`config.mk`:
```
export PLATFORM = sky130hd
export DESIGN_NAME = gate_selftest_ctrl_flat
export DESIGN_NICKNAME = d
export VERILOG_FILES = /design/src/rtl/gate_selftest_ctrl_if.sv /design/src/rtl/gate_selftest_ctrl.sv /design/src/flat_wrapper.sv
export SDC_FILE = /design/constraint.sdc
export NUM_CORES = 1
export LEC_CHECK = 0
export CORE_MARGIN = 3
export CORE_UTILIZATION = 55
export CTS_CLUSTER_DIAMETER = 120
export DETAILED_ROUTE_END_ITERATION = 12
export PLACE_DENSITY = 0.82
export SLEW_MARGIN = 20
export SYNTH_ARGS = -nofsm -noshare
export SYNTH_HDL_FRONTEND = slang
export SYNTH_SLANG_ARGS = --single-unit
```
`constraint.sdc`:
```
create_clock -name clk -period 7.7 [get_ports clk]
set_input_delay 1.54 -clock clk [delete_from_list [all_inputs] [get_ports clk]]
set_output_delay 1.54 -clock clk [all_outputs]
set_load 0.005 [all_outputs]
```
`src/rtl/gate_selftest_ctrl_if.sv`:
```
`default_nettype none
// ============================================================================
//  Module      : gate_selftest_ctrl_if
//  Description : Bundles the start request, the gate-under-test connection
//                and the result signals of the gate self-test sequencer.
//  Revision    : 1.0  initial release
// ============================================================================
interface gate_selftest_ctrl_if;
    logic       start;
    logic       dut_out;
    logic       a;
    logic       b;
    logic       busy;
    logic       done;
    logic       pass;
    logic [2:0] err_count;
    logic [3:0] fail_vec;

    // Sequencer side: takes the request and the gate result, drives the rest
    modport master (
        input  start,
        input  dut_out,
        output a,
        output b,
        output busy,
        output done,
        output pass,
        output err_count,
        output fail_vec
    );

    // Requester / gate side
    modport slave (
        output start,
        output dut_out,
        input  a,
        input  b,
        input  busy,
        input  done,
        input  pass,
        input  err_count,
        input  fail_vec
    );
endinterface
`default_nettype wire

```
`src/rtl/gate_selftest_ctrl.sv`:
```
`default_nettype none
// ============================================================================
//  Module      : gate_selftest_ctrl
//  Description : Clocked self-test sequencer for one 2-input gate. Steps the
//                gate inputs through 00,01,10,11, holds each vector for
//                SETTLE_CYCLES cycles, samples the gate output and compares
//                it with TRUTH_TABLE. Reports pass, error count and a
//                per-vector failure map.
//  Revision    : 1.0  initial release
// ============================================================================
module gate_selftest_ctrl #(
    parameter logic [3:0]  TRUTH_TABLE   = 4'b0110,
    parameter int unsigned SETTLE_CYCLES = 2,
    parameter bit          STOP_ON_FAIL  = 1'b0
) (
    input  logic                 clk,
    input  logic                 reset_n,
    gate_selftest_ctrl_if.master bus
);

    localparam logic [1:0] c_ST_IDLE   = 2'd0;
    localparam logic [1:0] c_ST_SETTLE = 2'd1;
    localparam logic [1:0] c_ST_CHECK  = 2'd2;
    localparam logic [1:0] c_ST_DONE   = 2'd3;

    // Counter terminal value: SETTLE exits after SETTLE_CYCLES cycles
    localparam logic [3:0] c_SETTLE_LAST = 4'(SETTLE_CYCLES - 1);

    logic [1:0] r_state;
    logic [1:0] r_idx;
    logic [3:0] r_cnt;
    logic       r_a;
    logic       r_b;
    logic       r_busy;
    logic       r_done;
    logic       r_pass;
    logic [2:0] r_err;
    logic [3:0] r_fail;

    logic [1:0] w_state_nxt;
    logic [1:0] w_idx_nxt;
    logic [3:0] w_cnt_nxt;
    logic       w_a_nxt;
    logic       w_b_nxt;
    logic       w_busy_nxt;
    logic       w_done_nxt;
    logic       w_pass_nxt;
    logic [2:0] w_err_nxt;
    logic [3:0] w_fail_nxt;

    logic       w_mismatch;
    logic [2:0] w_err_upd;
    logic [1:0] w_idx_inc;

    // Gate output versus the expected truth-table entry for the held vector
    assign w_mismatch = (bus.dut_out != TRUTH_TABLE[r_idx]);
    assign w_err_upd  = r_err + {2'b00, w_mismatch};
    assign w_idx_inc  = r_idx + 2'd1;

    // State register and registered outputs
    always_ff @(posedge clk) begin
        if (!reset_n) begin
            r_state <= c_ST_IDLE;
            r_idx   <= 2'd0;
            r_cnt   <= 4'd0;
            r_a     <= 1'b0;
            r_b     <= 1'b0;
            r_busy  <= 1'b0;
            r_done  <= 1'b0;
            r_pass  <= 1'b0;
            r_err   <= 3'd0;
            r_fail  <= 4'd0;
        end else begin
            r_state <= w_state_nxt;
            r_idx   <= w_idx_nxt;
            r_cnt   <= w_cnt_nxt;
            r_a     <= w_a_nxt;
            r_b     <= w_b_nxt;
            r_busy  <= w_busy_nxt;
            r_done  <= w_done_nxt;
            r_pass  <= w_pass_nxt;
            r_err   <= w_err_nxt;
            r_fail  <= w_fail_nxt;
        end
    end

    // Next-state and next-output logic; everything holds unless a state acts
    always_comb begin
        w_state_nxt = r_state;
        w_idx_nxt   = r_idx;
        w_cnt_nxt   = r_cnt;
        w_a_nxt     = r_a;
        w_b_nxt     = r_b;
        w_busy_nxt  = r_busy;
        w_done_nxt  = 1'b0;
        w_pass_nxt  = r_pass;
        w_err_nxt   = r_err;
        w_fail_nxt  = r_fail;

        case (r_state)
            c_ST_IDLE: begin
                if (bus.start) begin
                    w_state_nxt = c_ST_SETTLE;
                    w_idx_nxt   = 2'd0;
                    w_cnt_nxt   = 4'd0;
                    w_a_nxt     = 1'b0;
                    w_b_nxt     = 1'b0;
                    w_busy_nxt  = 1'b1;
                    w_pass_nxt  = 1'b0;
                    w_err_nxt   = 3'd0;
                    w_fail_nxt  = 4'd0;
                end
            end

            c_ST_SETTLE: begin
                if (r_cnt == c_SETTLE_LAST) begin
                    w_state_nxt = c_ST_CHECK;
                end else begin
                    w_cnt_nxt = r_cnt + 4'd1;
                end
            end

            c_ST_CHECK: begin
                if (w_mismatch) begin
                    w_fail_nxt[r_idx] = 1'b1;
                    w_err_nxt         = w_err_upd;
                end
                if ((r_idx == 2'd3) || (STOP_ON_FAIL && w_mismatch)) begin
                    w_state_nxt = c_ST_DONE;
                    w_busy_nxt  = 1'b0;
                    w_done_nxt  = 1'b1;
                    w_pass_nxt  = (w_err_upd == 3'd0);
                end else begin
                    // Gate inputs move only on the edge that re-enters SETTLE
                    w_state_nxt = c_ST_SETTLE;
                    w_idx_nxt   = w_idx_inc;
                    w_a_nxt     = w_idx_inc[1];
                    w_b_nxt     = w_idx_inc[0];
                    w_cnt_nxt   = 4'd0;
                end
            end

            c_ST_DONE: begin
                // start is deliberately not sampled here; a held start
                // launches the next run from IDLE one cycle later
                w_state_nxt = c_ST_IDLE;
            end

            default: begin
                w_state_nxt = c_ST_IDLE;
            end
        endcase
    end

    assign bus.a         = r_a;
    assign bus.b         = r_b;
    assign bus.busy      = r_busy;
    assign bus.done      = r_done;
    assign bus.pass      = r_pass;
    assign bus.err_count = r_err;
    assign bus.fail_vec  = r_fail;

endmodule
`default_nettype wire
```
`src/flat_wrapper.sv`:
```
// flat-port wrapper written by rule: the top's interface ports become plain ports
module gate_selftest_ctrl_flat 
#(
    parameter logic [3:0]  TRUTH_TABLE   = 4'b0110,
    parameter int unsigned SETTLE_CYCLES = 2,
    parameter bit          STOP_ON_FAIL  = 1'b0
)
  (clk, reset_n, bus_start, bus_dut_out, bus_a, bus_b, bus_busy, bus_done, bus_pass, bus_err_count, bus_fail_vec);
  gate_selftest_ctrl_if bus_i ();
  input  logic clk;
  input  logic reset_n;
  input wire logic [$bits(bus_i.start)-1:0] bus_start;
  input wire logic [$bits(bus_i.dut_out)-1:0] bus_dut_out;
  output wire logic [$bits(bus_i.a)-1:0] bus_a;
  output wire logic [$bits(bus_i.b)-1:0] bus_b;
  output wire logic [$bits(bus_i.busy)-1:0] bus_busy;
  output wire logic [$bits(bus_i.done)-1:0] bus_done;
  output wire logic [$bits(bus_i.pass)-1:0] bus_pass;
  output wire logic [$bits(bus_i.err_count)-1:0] bus_err_count;
  output wire logic [$bits(bus_i.fail_vec)-1:0] bus_fail_vec;
  assign bus_i.start = bus_start;
  assign bus_i.dut_out = bus_dut_out;
  assign bus_a = bus_i.a;
  assign bus_b = bus_i.b;
  assign bus_busy = bus_i.busy;
  assign bus_done = bus_i.done;
  assign bus_pass = bus_i.pass;
  assign bus_err_count = bus_i.err_count;
  assign bus_fail_vec = bus_i.fail_vec;
  gate_selftest_ctrl #(.TRUTH_TABLE(TRUTH_TABLE), .SETTLE_CYCLES(SETTLE_CYCLES), .STOP_ON_FAIL(STOP_ON_FAIL)) u_core (.clk(clk), .reset_n(reset_n), .bus(bus_i));
endmodule
```
==> flow_metrics.env <==
export IMPL_hp_class="reg -> reg"
export IMPL_crit_type="in -> reg"
export IMPL_cts_tree="yes"
export IMPL_drcViolationCount=0
export IMPL_crit_end="u_core.bus.pass$_SDFFE_PN0P_"
export IMPL_finalSetupViolCount=0
export IMPL_cts_hold_buf=0
export IMPL_rsz0062_at_grt="false"
export IMPL_place_area_mm2=0.001134
export IMPL_grt_max_degree=18
export IMPL_synth_ff_latch_count=18
export IMPL_ant_nets=0
export IMPL_final_common_cell="dfxtp_1"
export IMPL_r2r_cells=8
export IMPL_cellPowerDensity_mw_per_mm2=165.4
export IMPL_portBuffers=15
export IMPL_root_buffer="clkbuf_4"
export IMPL_vias_per_cell=5.609
export IMPL_r2r_start="u_core.r_idx[0]$_SDFFE_PN0P_"
export IMPL_async_flop_share=0
export IMPL_hold_viol=0
export IMPL_yosys_warnings=0
export IMPL_fin_nets=140
export IMPL_ys_dominant_reg_cell="dfxtp_1"
export IMPL_grt_pass1_vias=760
export IMPL_io_pins=16
export IMPL_cts_clk_slew_worst_paths_ps=100
export IMPL_post_route_util=0.7339
export IMPL_yosysSeqAreaShare=0.3688
export IMPL_maxSlewViolCount=0
export IMPL_tightest_slew_ps=557.6
export IMPL_grt_usage=0.2009
export IMPL_reg2reg_to="u_core.bus.pass$_SDFFE_PN0P_"
export IMPL_finalWorstSetupSlack_ps=3790
export IMPL_most_common_layout_cells="dfxtp_1, clkdlybuf4s50_1, inv_1, a21oi_1, ha_1"
export IMPL_place_ws_ps=3488
export IMPL_r2r_slack_ps=4600
export IMPL_via_count=847
export IMPL_worst_slew_margin_rel=0.6270
export IMPL_wl_per_cell_um=12.84
export IMPL_hold_ws_ps=452.2
export IMPL_finalCriticalPeriod_ps=3910
export IMPL_cp_required_ps=7920
export IMPL_num_rows=14
export IMPL_cts_resized_gates=0
export IMPL_syn_nets=125
export IMPL_skew_ps=5.864
export IMPL_tns_ps=0
export IMPL_n_antenna_cell=0
export IMPL_fp_dieH_um=48.15
export IMPL_leakagePower_nw=0.4316
export IMPL_grt_pass1_wl_mm=3.208
export IMPL_drtIter0Drc=11
export IMPL_die_area_mm2=0.002318
export IMPL_overflow=0
export IMPL_synth_edff_count=0
export IMPL_area_growth_pct=19.72
export IMPL_finalCritPeriodShare=0.5078
export IMPL_drive_above_1_share=0.03937
export IMPL_antenna_found_initial=0
export IMPL_crit_path_max_fanout=8
export IMPL_synth_avg_cell_area_um2=8.648
export IMPL_drt_pass1_iterations=4
export IMPL_clockBufferDepth=2
export IMPL_post_cts_buffers=0
export IMPL_outcome="complete, no violations"
export IMPL_netlist_area_leader_share=0.3688
export IMPL_clock_sinks=18
export IMPL_globalplace_congestion=0.8708
export IMPL_synth_distinct_cells=33
export IMPL_synthTopCellsByArea="dfxtp_1, ha_1, a21oi_1"
export IMPL_fmax_mhz=255.8
export IMPL_netlist_top_cell_by_area="dfxtp_1"
export IMPL_finish_instance_area_mm2=0.001170
export IMPL_dpl_hpwl_mm=1.468
export IMPL_htree_levels=1
export IMPL_irDropWorstVdd_v=0.00009187
export IMPL_max_cap_violations=0
export IMPL_clk_latency_ps=290
export IMPL_cp_arrival_ps=4130
export IMPL_crit_path_start="bus_dut_out"
export IMPL_core_area_mm2=0.001594
export IMPL_cp_start_kind="input pin"
export IMPL_numCtsBuffers=3
export IMPL_netlist_area_um2=977.2
export IMPL_initial_core_util=0.6130
export IMPL_crit_path_end_kind="flip-flop"
export IMPL_finalWirelength_mm=1.939
export IMPL_die_x_um=48.15
export IMPL_synthCells=113
[layout make-up]
class	count	area [um^2]
Multi-Input combinational cell	78	548.0
Fill cell	124	424.2
Sequential cell	18	360.3
Timing Repair Buffer	15	150.1
Inverter	12	45.04
Clock buffer	4	36.28
Tap cell	24	30.03
[cell usage after synthesis (all sizes together), types with 2 or more instances]
| master | number |
|---|---|
| inv | 12 |
| o21a | 4 |
| and3 | 2 |
| nor3b | 2 |
| and2 | 3 |
| nor2b | 3 |
| or4 | 2 |
| nand2b | 3 |
| o211ai | 4 |
| a31oi | 2 |
| nand3 | 4 |
| nand4 | 2 |
| dfxtp | 18 |
| buf | 2 |
| nand2 | 5 |
| xor2 | 2 |
| nor3 | 3 |
| clkbuf | 3 |
| mux2i | 3 |
| a21oi | 12 |
| ha | 8 |
| o21ai | 5 |
[power breakdown]
part           internal, mW  switching [mW]
Sequential           0.0969         0.00637
Clock                0.0288          0.0291
Combinational        0.0153          0.0170
[metal layers]
metal	part of all wire	global-route usage
met1	0.44	0.2388
met2	0.51	0.3385
met3	0.040	0.03690
met4	0.0067	0.1075
met5	0	0
[cell families (layout without fill, tap and decap cells)]
| kind of cell | after synthesis | count (layout) | synth area share |
|---|---|---|---|
| AO/OA/AOI/OAI | 32 | 32 | 0.2062 |
| AND/OR/NAND/NOR | 33 | 33 | 0.2036 |
| XOR/XNOR | 2 | 2 | 0.01793 |
| flip-flops | 18 | 18 | 0.3688 |
| buffers and inverters | 17 | 31 | 0.07042 |
| multiplexers | 3 | 3 | 0.03073 |
| adder cells (fa/ha/maj) | 8 | 8 | 0.1024 |
[through the flow]
step,instances,total power [mW]
detailed placement,147,0.1376
global route,151,0.2036
global placement,147,0.1362
floorplan,113,0.1273
CTS,151,0.1958
finish,151,0.1936
[worst min-delay path by stage]
| stage | start | to | slack [ps] | depth (start not counted) |
|---|---|---|---|---|
| 3_5_place_dp | u_core.bus.fail_vec[0]$_SDFFE_PN0P_ | u_core.bus.fail_vec[0]$_SDFFE_PN0P_ | 440 | 2 |
| 3_3_place_gp | u_core.bus.fail_vec[1]$_SDFFE_PN0P_ | u_core.bus.fail_vec[1]$_SDFFE_PN0P_ | 430 | 2 |
| 5_1_grt | u_core.bus.fail_vec[2]$_SDFFE_PN0P_ | u_core.bus.fail_vec[2]$_SDFFE_PN0P_ | 470 | 2 |
| 4_1_cts | u_core.bus.fail_vec[0]$_SDFFE_PN0P_ | u_core.bus.fail_vec[0]$_SDFFE_PN0P_ | 460 | 2 |
| 6_report | u_core.bus.fail_vec[0]$_SDFFE_PN0P_ | u_core.bus.fail_vec[0]$_SDFFE_PN0P_ | 450 | 2 |
| 2_1_floorplan | u_core.bus.fail_vec[0]$_SDFFE_PN0P_ | u_core.bus.fail_vec[0]$_SDFFE_PN0P_ | 440 | 2 |
[state kept, by name, indices dropped and copies added (netlist names)]
register              cells
u_core.bus.pass           1
u_core.bus.busy           1
u_core.r_cnt              4
u_core.bus.err_count      3
u_core.r_state            2
u_core.r_idx              2
u_core.bus.done           1
u_core.bus.fail_vec       4
[worst max-delay path: stages]
cell and delay [ps]:
clkdlybuf4s50_1 470, xor2_1 470, ha_1 260, ha_1 240, or4b_1 490, or4_1 520
a21oi_1 130
Note: power is estimated with default switching activity, not from simulation.
